### config.mk
export PLATFORM = sky130hd
export DESIGN_NAME = bp_wormhole_link_arbiter
export DESIGN_NICKNAME = d
export VERILOG_FILES = /design/src/rtl/bp_wormhole_link_arbiter.sv
export SDC_FILE = /design/constraint.sdc
export NUM_CORES = 1
export LEC_CHECK = 0
export BUFFER_PORTS_ARGS = -buffer_cell sky130_fd_sc_hd__buf_2
export CORE_MARGIN = 2
export CORE_UTILIZATION = 25
export DETAILED_ROUTE_END_ITERATION = 7
export PLACE_DENSITY_LB_ADDON = 0.3
export SKIP_CTS_REPAIR_TIMING = 1
export SLEW_MARGIN = 20
export SYNTH_ARGS = -nofsm -noshare
export SYNTH_HDL_FRONTEND = slang
export SYNTH_SLANG_ARGS = --single-unit
### constraint.sdc
create_clock -name clk_i -period 2.1 [get_ports clk_i]
set_clock_uncertainty 0.15 [all_clocks]
set_input_delay 0.315 -clock clk_i [delete_from_list [all_inputs] [get_ports clk_i]]
set_output_delay 0.315 -clock clk_i [all_outputs]
set_load 0.01 [all_outputs]
### src/rtl/bp_wormhole_link_arbiter.sv
// Packet-granular round-robin arbiter: merges several ready-and wormhole flit
// streams onto one link and holds the grant until the whole packet has been sent.
module bp_wormhole_link_arbiter #(
  parameter int flit_width_p = 16,
  parameter int len_width_p  = 4,
  parameter int len_offset_p = 0,
  parameter int els_p        = 2
) (
  input  logic                          clk_i,
  input  logic                          reset_i,
  input  logic [els_p*flit_width_p-1:0] data_i,
  input  logic [els_p-1:0]              v_i,
  output logic [els_p-1:0]              ready_and_o,
  output logic [flit_width_p-1:0]       data_o,
  output logic                          v_o,
  input  logic                          ready_and_i,
  output logic [els_p-1:0]              grant_o,
  output logic                          locked_o
);
  localparam int ptrWidth = (els_p > 2) ? $clog2(els_p) : 1;

  typedef enum logic {e_idle, e_locked} state_e;

  state_e                  state_q, state_d;
  logic [ptrWidth-1:0]     rrPtr_q, rrPtr_d;
  logic [ptrWidth-1:0]     owner_q, owner_d;
  logic [len_width_p-1:0]  cnt_q, cnt_d;

  logic [flit_width_p-1:0] flits [els_p];
  logic [ptrWidth-1:0]     scanSel, curSel;
  logic                    scanFound, curActive, handshake;
  logic [len_width_p-1:0]  headerLen;

  for (genvar i = 0; i < els_p; i++) begin : g_unpack
    assign flits[i] = data_i[i*flit_width_p +: flit_width_p];
  end

  function automatic logic [ptrWidth-1:0] wrapInc(input logic [ptrWidth-1:0] p);
    return (p == ptrWidth'(els_p - 1)) ? '0 : p + ptrWidth'(1);
  endfunction

  // Walk from lowest to highest priority so the last hit (closest to the pointer) wins.
  always_comb begin
    scanSel   = '0;
    scanFound = 1'b0;
    for (int k = els_p - 1; k >= 0; k--) begin
      if (v_i[ptrWidth'((int'(rrPtr_q) + k) % els_p)]) begin
        scanSel   = ptrWidth'((int'(rrPtr_q) + k) % els_p);
        scanFound = 1'b1;
      end
    end
  end

  always_comb begin
    curSel    = scanSel;
    curActive = scanFound;
    if (state_q == e_locked) begin
      curSel    = owner_q;
      curActive = 1'b1;
    end
  end

  assign data_o    = flits[curSel];
  assign v_o       = (state_q == e_locked) ? v_i[owner_q] : scanFound;
  assign handshake = v_o & ready_and_i;
  assign headerLen = data_o[len_offset_p +: len_width_p];
  assign locked_o  = (state_q == e_locked);

  always_comb begin
    grant_o     = '0;
    ready_and_o = '0;
    for (int i = 0; i < els_p; i++) begin
      grant_o[i]     = curActive && (curSel == ptrWidth'(i));
      ready_and_o[i] = grant_o[i] & ready_and_i;
    end
  end

  // The pointer only advances when a packet finishes, never on a displaced header.
  always_comb begin
    state_d = state_q;
    rrPtr_d = rrPtr_q;
    owner_d = owner_q;
    cnt_d   = cnt_q;
    case (state_q)
      e_idle: begin
        if (handshake) begin
          if (headerLen == '0) begin
            rrPtr_d = wrapInc(scanSel);
          end else begin
            owner_d = scanSel;
            cnt_d   = headerLen;
            state_d = e_locked;
          end
        end
      end
      e_locked: begin
        if (handshake) begin
          cnt_d = cnt_q - len_width_p'(1);
          if (cnt_q == len_width_p'(1)) begin
            state_d = e_idle;
            rrPtr_d = wrapInc(owner_q);
          end
        end
      end
      default: state_d = e_idle;
    endcase
  end

  always_ff @(posedge clk_i) begin
    if (reset_i) begin
      state_q <= e_idle;
      rrPtr_q <= '0;
      owner_q <= '0;
      cnt_q   <= '0;
    end else begin
      state_q <= state_d;
      rrPtr_q <= rrPtr_d;
      owner_q <= owner_d;
      cnt_q   <= cnt_d;
    end
  end

endmodule

---- Word-level counts from Yosys, hierarchy flattened ----
Index checks and enable logic that the tools add are counted.
storage, ports and cells
  logic and storage cells ................. 63
  output and inout bits ................... 22
  input bits .............................. 37
  bits in registers ....................... 7
operators by class
  muxes and demuxes ....................... 32
  order comparisons ....................... 4
  equality and inequality tests ........... 6
  bitwise operators ....................... 7
  add/sub/neg operators ................... 4
  reduce and logical (&&, ||, !) cells .... 6
operator list
  kind                   count
  $mux W16               3
  $mux W1                23
  $mux W4                3
  $pmux W4 S2            1
  $lt A1 B3 Y1 const B   2
  $ne A2 B2 Y1 const B   3
  $reduce_and A3 Y1      2
  $eq A4 B1 Y1 const B   1
  $logic_not A4 Y1       1
  $ne A2 B1 Y1 const B   2
  $pmux W1 S2            2
  $reduce_and A4 Y1      1
  $sub A4 B1 Y4 const B  1
  $add A1 B1 Y1 const B  3
  $and A1 B1 Y1          3
  $not A1 Y1             3
  $ge A2 B2 Y1 const B   1
  $logic_and A1 B1 Y1    2
  $lt A1 B2 Y1 const B   1
  $not A1 Y2             1

---- Depth between registers and ports, before layout ----
Gate-level depths: netlist of run 1.
  depth in word-level cells ............... 15
  depth in mapped cells ................... 9
  gate-level depth less buffers ........... 6

---- Least setup slack after synthesis of run 1 ----
Ideal clock, no wire load.
  kind .................................... register to output
  start point ............................. reg state_q, in the netlist locked_o
  end point ............................... out ready_and_o[0]
  arrival time ............................ 1,461 ps
  buffers on the path ..................... 3
  data required time ...................... 1,635 ps
  stages on the path, launching flop included .. 9
  slack ................................... 174 ps
  cell sequence ........................... dfxtp_1 -> buf_6 -> and2_4 -> buf_6 -> nor2_8 -> inv_2 -> buf_6 -> nor2_1 -> and2_1
on the way
  longest elaborated chain between the ends .. 4
  elaborated cells between the ends (all ways) .. 5
  those cells by class .................... mux (2); bitwise (2); reduce/logical (1)
RTL lines
  element                 RTL line  text
  start, declared         24        state_e state_q, state_d;
  start signal, assigned  111       state_q <= e_idle;
  start signal, assigned  116       state_q <= state_d;
  $mux W1                 57        if (state_q == e_locked) begin
  $not A1 Y1              73        grant_o[i] = curActive && (curSel == ptrWidth'(i));
  $logic_and A1 B1 Y1 *   73
  net grant_o[0]          17        output logic [els_p-1:0] grant_o,
  $and A1 B1 Y1 *         74        ready_and_o[i] = grant_o[i] & ready_and_i;
  end, declared           13        output logic [els_p-1:0] ready_and_o,
The timed path passes the listed nets; every way through them passes the cells marked *.

---- Final worst setup path of run 1 ----
  start point ............................. reg rrPtr_q
  end point ............................... out ready_and_o[0]
on the way
  longest elaborated chain between the ends .. 7
RTL lines
  element                 RTL line  text
  start, declared         25        logic [ptrWidth-1:0] rrPtr_q, rrPtr_d;
  start signal, assigned  117       rrPtr_q <= rrPtr_d;
  $add A1 B1 Y1           48        scanSel = ptrWidth'((int'(rrPtr_q) + k) % els_p);
  $mux W1                 47        if (v_i[ptrWidth'((int'(rrPtr_q) + k) % els_p)]) begin
  $mux W1 *               47
  $mux W1 *               57
  $not A1 Y1 *            73
  $logic_and A1 B1 Y1 *   73
  $and A1 B1 Y1 *         74
Every way passes the cells marked *; elsewhere a longest branch is shown, timed or not.

==> results of run 1 <==
[placed cells by master (no fill, tap or decap), types with 2 or more instances in the layout]
cell      count
dfxtp_1       7
nor4_1        3
mux2i_1       3
o21ai_0       5
nor2_1        4
nor3b_1       4
ha_1          2
nor3_1        2
and2_1        3
clkbuf_4      3
nand3_1       3
inv_1         6
nand3b_1      2
buf_4         2
nand4_1       2
nand2_1      54
a311oi_1      2
a31oi_1       2
buf_2        58
o211a_1       2
[metal layers]
metal,routed length [microns],up-vias
li1,-,587
met1,1270,490
met2,1230,58
met3,325,4
met4,36,0
met5,0,-
[kinds of logic (layout without fill, tap and decap cells)]
| kind of cell | count (synthesis) | in the layout | share of synthesized area [%] |
|---|---|---|---|
| AOI/OAI and AO/OA | 24 | 24 | 22.3 |
| adders and majority gates | 2 | 2 | 2.79 |
| buffers and inverters | 14 | 71 | 8.63 |
| DFF | 7 | 7 | 15.6 |
| muxes | 4 | 4 | 4.60 |
| and+or+nand+nor | 85 | 85 | 46.1 |
[worst register-to-register path: stages, from the launching register on]
cell	delay [ns]
dfxtp_1	0.37
and3b_2	0.31
nor2_8	0.12
inv_4	0.09
o2111a_1	0.25
a2111oi_2	0.34
[metrics by stage]
| step | total power [mW] | utilization (%) | hold WS [ns] |
|---|---|---|---|
| finish | 0.465 | 36.6 | 0.189 |
| global route | 0.497 | 36.6 | 0.201 |
| CTS | 0.467 | 36.5 | 0.180 |
| detailed placement | 0.336 | 35.7 | 0.340 |
| global placement | 0.337 | 35.7 | 0.347 |
| floorplan | 0.254 | - | 0.234 |
[registers in the layout (all words and copies together) (netlist names)]
name / flops
cnt_q: 4
locked_o: 1
owner_q: 1
rrPtr_q: 1
[final cells by class]
cell class                      instances  area [sq um]  area share (%)
Tap cell                               46          57.6            4.64
Sequential cell                         7           140            11.3
Multi-Input combinational cell        115           682            55.0
Inverter                                7          28.8            2.32
Timing Repair Buffer                   60           305            24.6
Clock buffer                            4          26.3            2.12
[worst max path at each step]
stage | start | end | slack (ns) | cells after the start
floorplan | locked_o$_SDFF_PP0_ | ready_and_o[0] | 0.17 | 8
global placement | v_i[0] | ready_and_o[0] | 0.12 | 7
detailed placement | v_i[0] | ready_and_o[0] | 0.07 | 7
CTS | rrPtr_q$_SDFFE_PP0P_ | ready_and_o[0] | -0.11 | 6
global route | rrPtr_q$_SDFFE_PP0P_ | ready_and_o[0] | -0.05 | 6
finish | rrPtr_q$_SDFFE_PP0P_ | ready_and_o[0] | 0.08 | 6
[power breakdown]
part	switching, mW	internal, mW	total (mW)
combinational	0.0985	0.0842	0.183
clock	0.0574	0.0730	0.130
sequential	0.00984	0.141	0.151
==> impl_metrics.py, run 1 <==
metrics = {
    "worst_setup_path": {
        "r2r-start": "locked_o$_SDFF_PP0_",
        "worst-r2r-setup-slack_ns": 0.37,
        "arrival_ns": 1.55,
        "critPathMaxStageDelay_ns": 0.39,
        "path_cells": "and3b_2, nor2_8, inv_4, nor2_1, and2_1, buf_2",
        "cp-start-kind": "flop",
        "cp_num_buf_inv": 2,
        "r2r_cells": 5,
        "critical_path.top_delay_family": "simple AND/OR/NAND/NOR gates",
        "crit_path_end_kind": "primary output",
        "r2r_end": "cnt_q[0]$_SDFFE_PP0P_",
        "path_max_fanout": 20,
        "worst-setup-path-type": "flop to primary output",
        "slowest_stage": "dfxtp_1",
        "cp_data_required_time_ns": 1.63,
    },
    "synth": {
        "async_flop_share_pct": 0,
        "synth_area_sq_um": 898,
        "yosys-top-cells-count": "54 x nand2_1, 7 x dfxtp_1, 6 x inv_1, 6 x o21ai_0",
        "ys_ff_latch": 7,
        "yosys.cell_types.count": 42,
        "yosysWarningCount": 0,
        "synth-edff-count": 0,
        "synth.most_common_cell": "nand2_1",
        "ys.flop_type": "dfxtp_1",
        "syn-instance-count": 136,
        "synth_nets": 175,
        "ys_top_cells_by_area": "nand2_1 23%, dfxtp_1 16%, buf_6 3.8%, mux2i_1 3.3%, o21ai_0 3.3%",
        "synth_seq_area_share_pct": 15.6,
        "yosys.area.top_type": "nand2_1",
        "synth.avg_cell_area_sq_um": 6.61,
        "synth_top_area_share_pct": 22.6,
    },
    "hold_path": {
        "min_path_type": "input port to flop",
        "hold_depth": 2,
        "hold_end": "cnt_q[0]$_SDFFE_PP0P_",
        "hp-start": "reset_i",
    },
    "sta": {
        "finalHoldViolCount": 0,
        "period_needed_ns": 2.02,
        "fin_tns_setup_ns": 0,
        "maxSlewViolCount": 0,
        "grt_setup_unrepaired": "yes",
        "relSlewSlack_pct": 66.5,
        "fmax_mhz": 496,
        "fin_crit_sh_pct": 96.1,
        "setup_violations": 0,
        "worst_slack_ns": 0.0829,
        "worst_pin_slew_ns": 0.498,
    },
    "final_layout": {
        "final_area_sq_um": 1240,
        "drive_gt1_share_pct": 37.3,
        "antennaDiodeCount": 0,
        "stdcell_count": 239,
        "nFillCells": 366,
        "area_delta_synth_final_pct": 38.0,
        "layout.nets": 233,
    },
    "floorplan": {
        "die_w_microns": 63.9,
        "dieHeight_microns": 63.9,
        "rows": 21,
        "die-area_sq_um": 4090,
        "core_area_sq_um": 3390,
        "ios": 59,
        "initial_core_util_pct": 26.5,
    },
    "global_routing": {
        "grt_pass1_vias": 965,
        "grt_overflow": 0,
        "grt_pass1_wl_microns": 4490,
        "use_met2_pct": 22.5,
        "grt_busiest_layer": "met2",
        "globalRouteMet3Util_pct": 3.87,
        "grtUsageTotal_pct": 13.8,
        "antenna_found_initial": 0,
        "grt_max_degree": 21,
        "grt_use_met1_pct": 17.5,
    },
    "clock_tree": {
        "htreeDepth": 1,
        "path_clk_slew_ns": 0.06,
        "clk_path_buf_depth": 2,
        "clk_latency_ns": 0.26,
        "cts-root-buf": "clkbuf_4",
        "cts_tree": "built",
        "cts_buffers": 3,
        "clkSinkCount": 7,
    },
    "route": {
        "drcViolationCount": 0,
        "wl_microns": 2860,
        "wl_per_cell_microns": 12.0,
        "dr_total_vias": 1139,
        "antenna_left": 0,
        "firstDrtPassIters": 4,
        "vias_per_cell": 4.77,
        "drt_iter0_markers": 26,
    },
    "power_and_ir_drop": {
        "leakage_nw": 0.631,
        "worst_ir_drop_vdd_mv": 0.255,
        "p_per_area_nw_per_um2": 375,
    },
    "placement": {
        "dp_slack_ns": 0.0718,
        "numPortBuffers": 58,
        "dpl.hpwl_microns": 2270,
        "gp_congestion": 0.851,
        "dp.cells": 235,
        "placed_cell_area_sq_um": 1210,
    },
    "status": {
        "status": "complete, no violations",
    },
    "job": {
        "maxCapViolCount": 0,
    },
}
(Power assumes the default switching activity.)
==> inputs of run 2 (changes only) <==
Clock period 2.1 ns to 1.9 ns, I/O delays scaled along.
==> run 2 against run 1 <==
- the run now ends with negative setup slack left
- wire length rose by 5.0%
- flip-flop and latch count unchanged
- largest power group unchanged
- utilization grew 3.8 points
- critical path depth grew 1
- sequential power up 9%
- register-to-register slack worse by 0.26 ns
- non-clock buffer count is 11 higher
- design area is 10% higher
- largest cell class unchanged
- count of clock-buffer cells in the layout stayed put
- sequential share of layout area shrank 0.96 points
- power rose by 15%
==> impl_metrics.py, run 2 (synthesis results as in run 1) <==
metrics = {
    "final_layout": {
        "layout.cells.most_common": "buf_2",
        "antennaDiodeCount": 0,
        "largest_register_ff_count": 4,
        "drive_gt1_share_pct": 44.1,
        "nFillCells": 347,
        "multi_input_area_sq_um": 702,
        "layout.nets": 244,
        "regMostFlops": "cnt_q",
        "stdcell_count": 250,
        "seqCellArea_sq_um": 141,
        "final_cell_mix": "58 x buf_2, 49 x nand2_1, 9 x buf_4",
        "area_delta_synth_final_pct": 52.2,
        "final_area_sq_um": 1370,
    },
    "placement": {
        "gp_congestion": 0.819,
        "dp.cells": 242,
        "numPortBuffers": 58,
        "dpl.hpwl_microns": 2340,
        "placed_cell_area_sq_um": 1260,
    },
    "floorplan": {
        "ios": 59,
        "die_w_microns": 63.9,
        "rows": 21,
        "core_area_sq_um": 3390,
        "initial_core_util_pct": 26.5,
        "dieHeight_microns": 63.9,
        "die-area_sq_um": 4090,
    },
    "global_routing": {
        "grt_overflow": 0,
        "grt_pass1_vias": 1000,
        "grt_pass1_wl_microns": 4460,
        "grtUsageTotal_pct": 13.7,
        "antenna_found_initial": 0,
        "grt_max_degree": 20,
    },
    "power_and_ir_drop": {
        "leakage_nw": 0.702,
        "worst_ir_drop_vdd_mv": 0.211,
        "power_uw": 533,
        "p_per_area_nw_per_um2": 389,
    },
    "sta": {
        "worst_slack_ns": -0.00326,
        "relSlewSlack_pct": 66.7,
        "grt_setup_unrepaired": "yes",
        "worst_pin_slew_ns": 0.492,
        "fmax_mhz": 525,
        "finalHoldViolCount": 0,
        "setup_violations": 1,
        "fin_crit_sh_pct": 100,
        "period_needed_ns": 1.90,
        "maxSlewViolCount": 0,
        "fin_tns_setup_ns": -0.00326,
        "hold-worst-slack_ns": 0.152,
    },
    "hold_path": {
        "hp-start": "reset_i",
        "min_path_type": "input port to flop",
        "hold_depth": 2,
        "hold_end": "cnt_q[0]$_SDFFE_PP0P_",
    },
    "worst_setup_path": {
        "critPathMaxStageDelay_ns": 0.34,
        "r2r_cells": 6,
        "cp-start-kind": "flop",
        "r2r_end": "cnt_q[0]$_SDFFE_PP0P_",
        "r2r-start": "locked_o$_SDFF_PP0_",
        "cp_data_required_time_ns": 1.46,
        "arrival_ns": 1.47,
        "slowest_stage": "dfxtp_2",
        "path_max_fanout": 14,
        "worst-setup-path-type": "flop to primary output",
        "worst-r2r-setup-slack_ns": 0.11,
        "cp_common_cell": "nand2_1",
        "crit_path_end_kind": "primary output",
        "path_cells": "and3b_2, nor2_8, inv_8, buf_6, nand2_1, nand2_1, buf_2",
    },
    "clock_tree": {
        "clkSinkCount": 7,
        "clk_latency_ns": 0.26,
        "cts-root-buf": "clkbuf_4",
        "path_clk_slew_ns": 0.05,
        "clk_path_buf_depth": 2,
        "htreeDepth": 1,
        "cts_tree": "built",
        "cts_buffers": 3,
    },
    "route": {
        "vias_per_cell": 4.84,
        "firstDrtPassIters": 4,
        "drcViolationCount": 0,
        "wl_per_cell_microns": 12.0,
        "antenna_left": 0,
        "wl_microns": 3000,
        "drt_iter0_markers": 34,
        "dr_total_vias": 1209,
    },
    "job": {
        "maxCapViolCount": 0,
    },
    "status": {
        "violations": "negative setup slack",
        "status": "finished, violations left",
    },
}
[run 2: layout make-up]
class                      count  area share [%]
sequential                     7            10.3
clock buffer                   4            1.92
timing repair buffer          71            29.7
multi-input combinational    115            51.3
tap                           46            4.21
inverter                       7            2.47
[run 2: where the power goes]
group | switching (mW) | internal, mW
clock | 0.0600 | 0.0805
sequential | 0.00818 | 0.157
combinational | 0.119 | 0.108
total | 0.187 | 0.345
[run 2: stage by stage]
stage          worst slack (ns)  util, %
5_1_grt                 -0.0656     40.3
3_3_place_gp            -0.0362     37.2
2_1_floorplan           0.00376        -
6_report               -0.00326     40.3
3_5_place_dp             0.0335     37.2
4_1_cts                  -0.193     38.0
[run 2: worst max path at each step]
| stage | start | slack [ns] | endpoint | cells past startpoint |
|---|---|---|---|---|
| final | locked_o$_SDFF_PP0_ | -0.003 | data_o[5] | 7 |
| after global routing | locked_o$_SDFF_PP0_ | -0.07 | data_o[5] | 7 |
| after CTS | locked_o$_SDFF_PP0_ | -0.19 | data_o[8] | 7 |
| after detailed placement | data_i[17] | 0.03 | cnt_q[0]$_SDFFE_PP0P_ | 5 |
| after global placement | data_i[17] | -0.04 | cnt_q[0]$_SDFFE_PP0P_ | 5 |
| after floorplan | locked_o$_SDFF_PP0_ | 0.004 | ready_and_o[0] | 8 |
[run 2: per-layer routing]
metal	up-vias	share of wire, %	GRT usage (%)	routed length, microns
met3	5	13	3.87	382
li1	615	-	-	-
met2	74	43	22.7	1280
met5	-	0	0	0
met1	515	43	16.9	1300
met4	0	1.1	4.89	34
[run 2: worst max-delay path: cells and delay by family (launching register included)]
kind,cells,cell delay (ns)
buf+inv,3,0.32
simple gates,4,0.54
flops,1,0.34
